**src/rtl/turf_pkg.sv**
```systemverilog
// Shared definitions for the turf RAM: geometry, cell colours and the
// arbiter state encoding.
package turf_pkg;

    // RAM geometry: address is {x[7:0], y[6:0]}, each cell holds a colour.
    localparam int ADDR_W = 15;
    localparam int DATA_W = 3;

    // Cell colours.
    localparam logic [2:0] COL_EMPTY = 3'b000;
    localparam logic [2:0] COL_P1    = 3'b001;
    localparam logic [2:0] COL_P2    = 3'b010;
    localparam logic [2:0] COL_P3    = 3'b100;
    localparam logic [2:0] COL_P4    = 3'b110;
    localparam logic [2:0] COL_DEAD  = 3'b111;

    // Arbiter states: serve the requesters, or sweep the whole board.
    typedef enum logic {
        ST_IDLE  = 1'b0,
        ST_CLEAR = 1'b1
    } arb_state_t;

endpackage

```
**src/rtl/turf_ram_clear.sv**
```systemverilog
// Full-board clear sweep counter. A start pulse rewinds the counter to 0 and
// arms the sweep; the counter then advances one address per cycle and the
// sweep ends after the last address. done is high during the final write.
module turf_ram_clear #(
    parameter int ADDR_W = 15
) (
    input  logic              clk,
    input  logic              rst_n,
    input  logic              start,
    output logic [ADDR_W-1:0] addr,
    output logic              active,
    output logic              done
);

    logic [ADDR_W-1:0] cnt_q, cnt_d;
    logic              active_q, active_d;

    // Next counter value: rewind on start, step while sweeping, stop after the top address.
    always_comb begin
        cnt_d    = cnt_q;
        active_d = active_q;
        if (start) begin
            cnt_d    = '0;
            active_d = 1'b1;
        end else if (active_q) begin
            cnt_d = cnt_q + ADDR_W'(1);
            if (cnt_q == '1) begin
                active_d = 1'b0;
            end
        end
    end

    // Sweep registers; an asynchronous reset aborts any sweep in progress.
    always_ff @(posedge clk or negedge rst_n) begin
        if (!rst_n) begin
            cnt_q    <= '0;
            active_q <= 1'b0;
        end else begin
            cnt_q    <= cnt_d;
            active_q <= active_d;
        end
    end

    assign addr   = cnt_q;
    assign active = active_q;
    assign done   = active_q && (cnt_q == '1);

endmodule

```
**src/rtl/turf_ram_arbiter.sv**
```systemverilog
// Single owner of the turf RAM port. Arbitrates the game and VGA requesters
// (game first, VGA promoted after VGA_MAX_WAIT denied cycles) and runs the
// full-board clear sweep.
// Build option: define TURF_CLEAR_ON_RESET_EN to sweep the board after every reset.
//
// Handshake: a requester holds req (and its address/data) until it sees gnt
// high in the same cycle; the access happens in that cycle. For a read, rvalid
// is high exactly one cycle later with rdata; rdata is 0 whenever rvalid is low.
module turf_ram_arbiter #(
    parameter int                ADDR_W       = 15,
    parameter int                DATA_W       = 3,
    parameter logic [DATA_W-1:0] CLEAR_VAL    = 3'b000,
    parameter int                VGA_MAX_WAIT = 4
) (
    input  logic              CLOCK_50,
    input  logic              resetn,
    input  logic              clear_req,
    output logic              clear_busy,
    input  logic              g_req,
    input  logic              g_we,
    input  logic [ADDR_W-1:0] g_addr,
    input  logic [DATA_W-1:0] g_wdata,
    output logic              g_gnt,
    output logic              g_rvalid,
    output logic [DATA_W-1:0] g_rdata,
    input  logic              v_req,
    input  logic [ADDR_W-1:0] v_addr,
    output logic              v_gnt,
    output logic              v_rvalid,
    output logic [DATA_W-1:0] v_rdata,
    output logic [ADDR_W-1:0] ram_address,
    output logic [DATA_W-1:0] ram_data,
    output logic              ram_wren,
    input  logic [DATA_W-1:0] ram_q,
    output logic              state_dbg
);

    import turf_pkg::*;

    localparam int                WAIT_W   = $clog2(VGA_MAX_WAIT + 1);
    localparam logic [WAIT_W-1:0] WAIT_MAX = WAIT_W'(VGA_MAX_WAIT);

`ifdef TURF_CLEAR_ON_RESET_EN
    localparam logic CLR_PEND_RST = 1'b1;
`else
    localparam logic CLR_PEND_RST = 1'b0;
`endif

    arb_state_t        state_q, state_d;
    logic              clr_pend_q, clr_pend_d;
    logic [WAIT_W-1:0] wait_q, wait_d;
    logic              g_rvalid_q, g_rvalid_d;
    logic              v_rvalid_q, v_rvalid_d;
    logic [ADDR_W-1:0] addr_q;

    logic              clr_start;
    logic [ADDR_W-1:0] clr_addr;
    logic              clr_active;
    logic              clr_done;
    logic              serve;
    logic              sweeping;
    logic              vga_prio;

    turf_ram_clear #(
        .ADDR_W (ADDR_W)
    ) u_clear (
        .clk    (CLOCK_50),
        .rst_n  (resetn),
        .start  (clr_start),
        .addr   (clr_addr),
        .active (clr_active),
        .done   (clr_done)
    );

    // Grant decision and RAM port muxing. Grants are masked by resetn so the
    // port is quiet for the whole time reset is asserted.
    always_comb begin
        serve    = resetn && (state_q == ST_IDLE) && !clr_pend_q;
        sweeping = (state_q == ST_CLEAR) && clr_active;
        vga_prio = (wait_q == WAIT_MAX);
        g_gnt    = serve && g_req && !(vga_prio && v_req);
        v_gnt    = serve && v_req && !(g_req && !vga_prio);

        ram_address = addr_q;
        ram_data    = g_wdata;
        ram_wren    = 1'b0;
        if (sweeping) begin
            ram_address = clr_addr;
            ram_data    = CLEAR_VAL;
            ram_wren    = 1'b1;
        end else if (g_gnt) begin
            ram_address = g_addr;
            ram_wren    = g_we;
        end else if (v_gnt) begin
            ram_address = v_addr;
        end
    end

    // Next-state logic: pending clear launches the sweep, sweep end returns to IDLE.
    always_comb begin
        state_d    = state_q;
        clr_pend_d = clr_pend_q;
        clr_start  = 1'b0;
        case (state_q)
            ST_IDLE: begin
                if (clr_pend_q) begin
                    state_d   = ST_CLEAR;
                    clr_start = 1'b1;
                end else if (clear_req) begin
                    clr_pend_d = 1'b1;
                end
            end
            ST_CLEAR: begin
                if (clr_done) begin
                    state_d    = ST_IDLE;
                    clr_pend_d = 1'b0;
                end
            end
            default: begin
                state_d = ST_IDLE;
            end
        endcase
    end

    // VGA starvation counter and read-return flags.
    always_comb begin
        wait_d = wait_q;
        if (state_q == ST_CLEAR || !v_req || v_gnt) begin
            wait_d = '0;
        end else if (wait_q != WAIT_MAX) begin
            wait_d = wait_q + WAIT_W'(1);
        end
        g_rvalid_d = g_gnt && !g_we;
        v_rvalid_d = v_gnt;
    end

    // State registers.
    always_ff @(posedge CLOCK_50 or negedge resetn) begin
        if (!resetn) begin
            state_q    <= ST_IDLE;
            clr_pend_q <= CLR_PEND_RST;
            wait_q     <= '0;
            g_rvalid_q <= 1'b0;
            v_rvalid_q <= 1'b0;
            addr_q     <= '0;
        end else begin
            state_q    <= state_d;
            clr_pend_q <= clr_pend_d;
            wait_q     <= wait_d;
            g_rvalid_q <= g_rvalid_d;
            v_rvalid_q <= v_rvalid_d;
            addr_q     <= ram_address;
        end
    end

    assign clear_busy = clr_pend_q || (state_q == ST_CLEAR);
    assign g_rvalid   = g_rvalid_q;
    assign v_rvalid   = v_rvalid_q;
    assign g_rdata    = g_rvalid_q ? ram_q : '0;
    assign v_rdata    = v_rvalid_q ? ram_q : '0;
    assign state_dbg  = state_q;

endmodule

```
**config.mk**
```make
export PLATFORM = sky130hd
export DESIGN_NAME = turf_ram_arbiter
export DESIGN_NICKNAME = d
export VERILOG_FILES = /design/src/rtl/turf_pkg.sv /design/src/rtl/turf_ram_clear.sv /design/src/rtl/turf_ram_arbiter.sv
export SDC_FILE = /design/constraint.sdc
export NUM_CORES = 1
export LEC_CHECK = 0
export CAP_MARGIN = 20
export CORE_MARGIN = 2
export CORE_UTILIZATION = 50
export DETAILED_ROUTE_END_ITERATION = 16
export GPL_ROUTABILITY_DRIVEN = 0
export GPL_TIMING_DRIVEN = 0
export PLACE_DENSITY = 0.83
export SLEW_MARGIN = 40
export SYNTH_ARGS = -nofsm -noshare
export SYNTH_HDL_FRONTEND = slang
export SYNTH_SLANG_ARGS = --single-unit
```
**constraint.sdc**
```tcl
create_clock -name CLOCK_50 -period 4.6 [get_ports CLOCK_50]
set_clock_uncertainty 0.1 [all_clocks]
set_input_delay 0.92 -clock CLOCK_50 [delete_from_list [all_inputs] [get_ports CLOCK_50]]
set_output_delay 0.92 -clock CLOCK_50 [all_outputs]
set_load 0.01 [all_outputs]
```
==> results.ini, run 1 <==
[setup_path]
cp_data_required_time_ps = 3580
arrival_ps = 3390
cp-start-kind = input port
crit_fanout = 10
cp-end-kind = output pin
critPathKind = input port to output pin

[synthesis]
yosysUniqueCellTypes = 35
synth_common_cells = 38 x dfrtp_1, 28 x nand2_1, 22 x inv_1
synth-async-reset-ratio = 1.000
yosysWarnings = 0
synth_nets = 298
synthTopCellsByArea = dfrtp_1 41%, a221oi_2 5.8%, nor4b_1 5.6%
synthCells = 253
yosysTopAreaCellShare = 0.4060
syn_area_per_cell_sq_um = 9.258
synth_most_common_cell = dfrtp_1
seq_area_frac_synth = 0.4060
synth-seq-cells = 38
synth_edf_count = 0
synthesis.area_sq_um = 2342
yosys.area.top_type = dfrtp_1
synth_top_flop_cell = dfrtp_1

[timing]
period_minus_slack_ps = 4406
setup_violations = 0
fin_crit_sh = 0.9578
rsz0062_at_grt = false
tightestPinTransition_ps = 508.6
finalWorstSetupSlack_ps = 194.2
slew_headroom = 0.6609
finalHoldViolCount = 0
hold_ws_ps = 464.7
fmax_mhz = 227.0
drv_slew = 0

[power]
ir_drop_mv = 0.1857
power_density_nw_per_um2 = 191.0
p_total_mw = 0.6115
leakage_nw = 1.246

[floorplanning]
num_io_pins = 73
core.rowCount = 24
die_y_um = 72.45
core_sq_um = 4444
die_width_um = 72.45
initial_utilization = 0.5270
die_area_sq_um = 5248

[routing]
antenna_left = 0
drt_iter0_markers = 154
wire_per_inst_um = 16.20
avgViaCountPerCell = 5.836
route.vias.total = 2241
postRouteWirelength_um = 6219
first_pass_iters = 4
drcViolationCount = 0

[cells_and_area]
area_growth_pct = 36.70
fillCellCount = 352
fin_cells = 384
diodes = 0
drive_above_1_share = 0.07530
nets = 377

[placed_design]
portBuffers = 72
dpl_worst_slack_ps = 204.6
dpl.hpwl_um = 4635
dpl.cell_count = 377

[clock_tree]
postCtsSetupBuffers = 0
cts.path.max_buffers = 2
clk_transition_reported_paths_ps = 70
cts_made_buffers = 5
cts_sinks = 38
cts_resized = 0
holdBufCountCts = 0
cts_tree = built
cts-root-buf = clkbuf_8
htree_levels = 2
clkLatencyLatePin_ps = 290

[global_route]
grt_max_degree = 41
grt_pass1_wl_um = 10240
antenna_found_initial = 0
track_usage = 0.2510
grt.overflow.total = 0
grt_pass1_vias = 2201

[min_path]
hold_class = flop to flop

[run_status]
status = completed

[job]
drv_cap = 0

-- kinds of logic (layout without fill, tap and decap cells) --
logic type / Yosys count / count (layout) / synth area share
compound gates: 49 / 49 / 0.1779
flops: 38 / 38 / 0.4060
simple gates: 113 / 113 / 0.2863
mux: 5 / 5 / 0.02137
buf+inv: 40 / 119 / 0.07372
xor+xnor: 5 / 5 / 0.01870
fa+ha+maj: 3 / 3 / 0.01603
-- flip-flops by register name, summed over array words and instances (netlist names) --
register	cells
u_clear.active	1
addr_q	15
clr_pend_q	1
wait_q	3
state_dbg	1
g_rvalid	1
v_rvalid	1
u_clear.addr	15
-- worst paths after layout --
kind	start	endpoint	slack, ps	cells after the start
min in group asynchronous	resetn	u_clear.addr[12]$_DFFE_PN0P_	500	1
max in group asynchronous	resetn	addr_q[2]$_DFF_PN0_	3550	1
setup / recovery	v_req	ram_address[4]	190	7
hold / removal	u_clear.addr[13]$_DFFE_PN0P_	u_clear.addr[13]$_DFFE_PN0P_	460	2
setup reg to reg	wait_q[0]$_DFFE_PN0P_	addr_q[4]$_DFF_PN0_	2520	7
hold reg to reg	u_clear.addr[13]$_DFFE_PN0P_	u_clear.addr[13]$_DFFE_PN0P_	460	2
-- area by class of cell --
| cell class | instances | area, sq um | share of cell area |
|---|---|---|---|
| Buffer | 18 | 90.09 | 0.02814 |
| Sequential cell | 38 | 950.9 | 0.2970 |
| Clock buffer | 7 | 76.32 | 0.02384 |
| Multi-Input combinational cell | 175 | 1219 | 0.3806 |
| Tap cell | 52 | 65.06 | 0.02032 |
| Inverter | 22 | 82.58 | 0.02579 |
| Timing Repair Buffer | 72 | 718.2 | 0.2243 |
-- critical path, cell delays in order --
cell and delay [ps]:
clkdlybuf4s50_1 660, and3_1 210, clkbuf_1 270, buf_2 300, nor4b_1 80, a221oi_1 320, clkdlybuf4s50_1 610
-- layer usage --
layer	wire, um	GRT usage	part of all wire	vias to the layer above
li1	-	-	-	1085
met1	2724	0.3238	0.44	1070
met2	3053	0.4179	0.49	80
met3	381	0.05833	0.061	6
met4	60	0.08230	0.0096	0
met5	0	0	0	-
-- power breakdown --
part           internal, mW  switching [mW]  total, mW
registers             0.334               0      0.334
logic                0.0369          0.0222     0.0591
clock network         0.104           0.114      0.219
total                 0.475           0.136      0.611
-- cell usage in the layout, fill, tap and decap left out, drive strengths merged --
cell type	count
mux2i	5
o2bb2ai	1
and2	10
nand2	28
nor4b	15
xor2	3
dfrtp	38
ha	3
a21oi	8
nand4	6
or3	17
a21o	1
or4	4
nor3b	3
a21boi	1
nor2	9
and3	1
nand2b	5
o211ai	16
nor3	1
nor4	6
inv	22
nor2b	1
buf	9
nand3	6
o21ai	3
a221oi	15
or3b	1
clkdlybuf4s50	71
o31ai	4
clkbuf	17
xnor2	2
-- through the flow --
step	setup TNS [ps]	utilization	area, sq um
detailed placement	0	0.7033	3126
floorplan	0	-	2342
global placement	-16630	0.7038	3128
CTS	0	0.7204	3202
finish	0	0.7204	3202
global route	0	0.7204	3202
Note: power is estimated with default switching activity, not from simulation.
==> run 2: changes to the inputs <==
PLACE_DENSITY = unset   (was 0.83)
PLACE_DENSITY_LB_ADDON = 0.12   (was unset)
==> run 2 against run 1 <==
First-iteration DRC count is 90% higher. Final cell count is 0.26% higher. Register-to-register slack hardly changed. Combinational power hardly changed. Flip-flop and latch count stayed put. Setup slack better by 39 ps. Power is 21% higher. Worst hold slack better by 8.8 ps. Via count is 0.80% higher. Critical endpoint unchanged. Largest cell class unchanged. Highest routed layer unchanged.
==> results.ini, run 2 (synthesis gave the netlist of run 1 again) <==
[timing]
fin_crit_sh = 0.9493
tightestPinTransition_ps = 506.1
fmax_mhz = 229.0
slew_headroom = 0.6626
finalHoldViolCount = 0
drv_slew = 0
setup_violations = 0
period_minus_slack_ps = 4367
rsz0062_at_grt = false

[clock_tree]
clkLatencyLatePin_ps = 300
cts_resized = 0
holdBufCountCts = 0
cts_tree = built
clk_transition_reported_paths_ps = 80
cts-root-buf = clkbuf_8
cts_made_buffers = 5
cts_sinks = 38
htree_levels = 2
postCtsSetupBuffers = 0
cts.path.max_buffers = 2

[global_route]
grt_pass1_wl_um = 10150
track_usage = 0.2506
grt.overflow.total = 0
antenna_found_initial = 0
grt_pass1_vias = 2128
grt_max_degree = 41

[placed_design]
dpl_cell_area_sq_um = 3126
dpl.cell_count = 377
dpl.hpwl_um = 4642
portBuffers = 72

[setup_path]
cp_data_required_time_ps = 3580
cp-start-kind = input port
cp-end-kind = output pin
crit_fanout = 10
critPathKind = input port to output pin
arrival_ps = 3350

[min_path]
hold_class = flop to flop

[routing]
drt_iter0_markers = 293
postRouteWirelength_um = 6355
avgViaCountPerCell = 5.868
first_pass_iters = 4
antenna_left = 0
wire_per_inst_um = 16.51
drcViolationCount = 0
route.vias.total = 2259

[floorplanning]
core_sq_um = 4444
die_y_um = 72.45
die_area_sq_um = 5248
die_width_um = 72.45
core.rowCount = 24
num_io_pins = 73
initial_utilization = 0.5270

[power]
combPwrFrac = 0.080
ir_drop_mv = 0.1782
p_seq_frac = 0.452
p_int_mw = 0.5879
swShare = 0.2028
power_density_nw_per_um2 = 226.0
leakage_nw = 1.276
p_switching_mw = 0.1496
p_clk_frac = 0.467

[cells_and_area]
drive_above_1_share = 0.08408
final_cell_mix = 71 x clkdlybuf4s50_1, 38 x dfrtp_1, 28 x nand2_1
fin_cells = 385
diodes = 0
area_growth_pct = 39.32
design_area_sq_um = 3263
nets = 377
layout_commonest_cell = clkdlybuf4s50_1

[job]
drv_cap = 0

[run_status]
status = completed

==> run 2: changes by cell type in the layout (fill, tap and decap cells not counted) <==
cell and change:
clkbuf_1 -2, clkinv_4 +1, bufinv_16 +2
==> run 2: path summary, 6_finish.rpt <==
check	startpoint	endpoint	slack (ps)	cells past startpoint
max reg2reg	wait_q[0]$_DFFE_PN0P_	addr_q[4]$_DFF_PN0_	2520	7
min in group asynchronous	resetn	u_clear.addr[2]$_DFFE_PN0P_	490	1
min	u_clear.addr[13]$_DFFE_PN0P_	u_clear.addr[13]$_DFFE_PN0P_	470	2
max	v_req	ram_address[4]	230	7
max in group asynchronous	resetn	wait_q[0]$_DFFE_PN0P_	3560	1
min reg2reg	u_clear.addr[13]$_DFFE_PN0P_	u_clear.addr[13]$_DFFE_PN0P_	470	2
==> run 2: metrics by stage <==
step / hold slack, ps / power, mW / util / setup TNS (ps) / worst slack (ps)
after floorplan: 427.3 / 0.3531 / - / 0 / 1532
after global placement: 446.3 / 0.3995 / 0.7038 / -17430 / -1184
after detailed placement: 465.6 / 0.3994 / 0.7033 / 0 / 253.7
after CTS: 478.2 / 0.7403 / 0.7342 / 0 / 226.3
after global routing: 516.7 / 0.7587 / 0.7342 / 0 / 96.90
final: 473.5 / 0.7375 / 0.7342 / 0 / 233.4
==> run 2: critical path: stages <==
cell and delay (ps):
clkdlybuf4s50_1 640, and3_1 210, clkbuf_1 280, buf_2 300, nor4b_1 80, a221oi_1 300, clkdlybuf4s50_1 610
==> run 2: final cells by class <==
type / count / area, sq um
Fill cell: 342 / 1181
Clock buffer: 5 / 68.82
Multi-Input combinational cell: 175 / 1219
Inverter: 22 / 82.58
Timing Repair Buffer: 72 / 718.2
Sequential cell: 38 / 950.9
Tap cell: 52 / 65.06
Buffer: 18 / 90.09
Clock inverter: 3 / 68.82
==> run 2: power groups by stage <==
stage	logic, mW	registers, mW	clock network (mW)
finish	0.0591	0.334	0.345
floorplan	0.0127	0.340	0
CTS	0.0595	0.334	0.347
detailed placement	0.0590	0.340	0
global placement	0.0591	0.340	0
global route	0.0646	0.334	0.360
==> run 2: layer usage <==
metal | up-vias | track usage | routed length [um]
li1 | 1091 | - | -
met1 | 1076 | 0.3333 | 2694
met2 | 82 | 0.4179 | 3169
met3 | 10 | 0.04722 | 422
met4 | 0 | 0.07407 | 69
met5 | - | 0 | 0
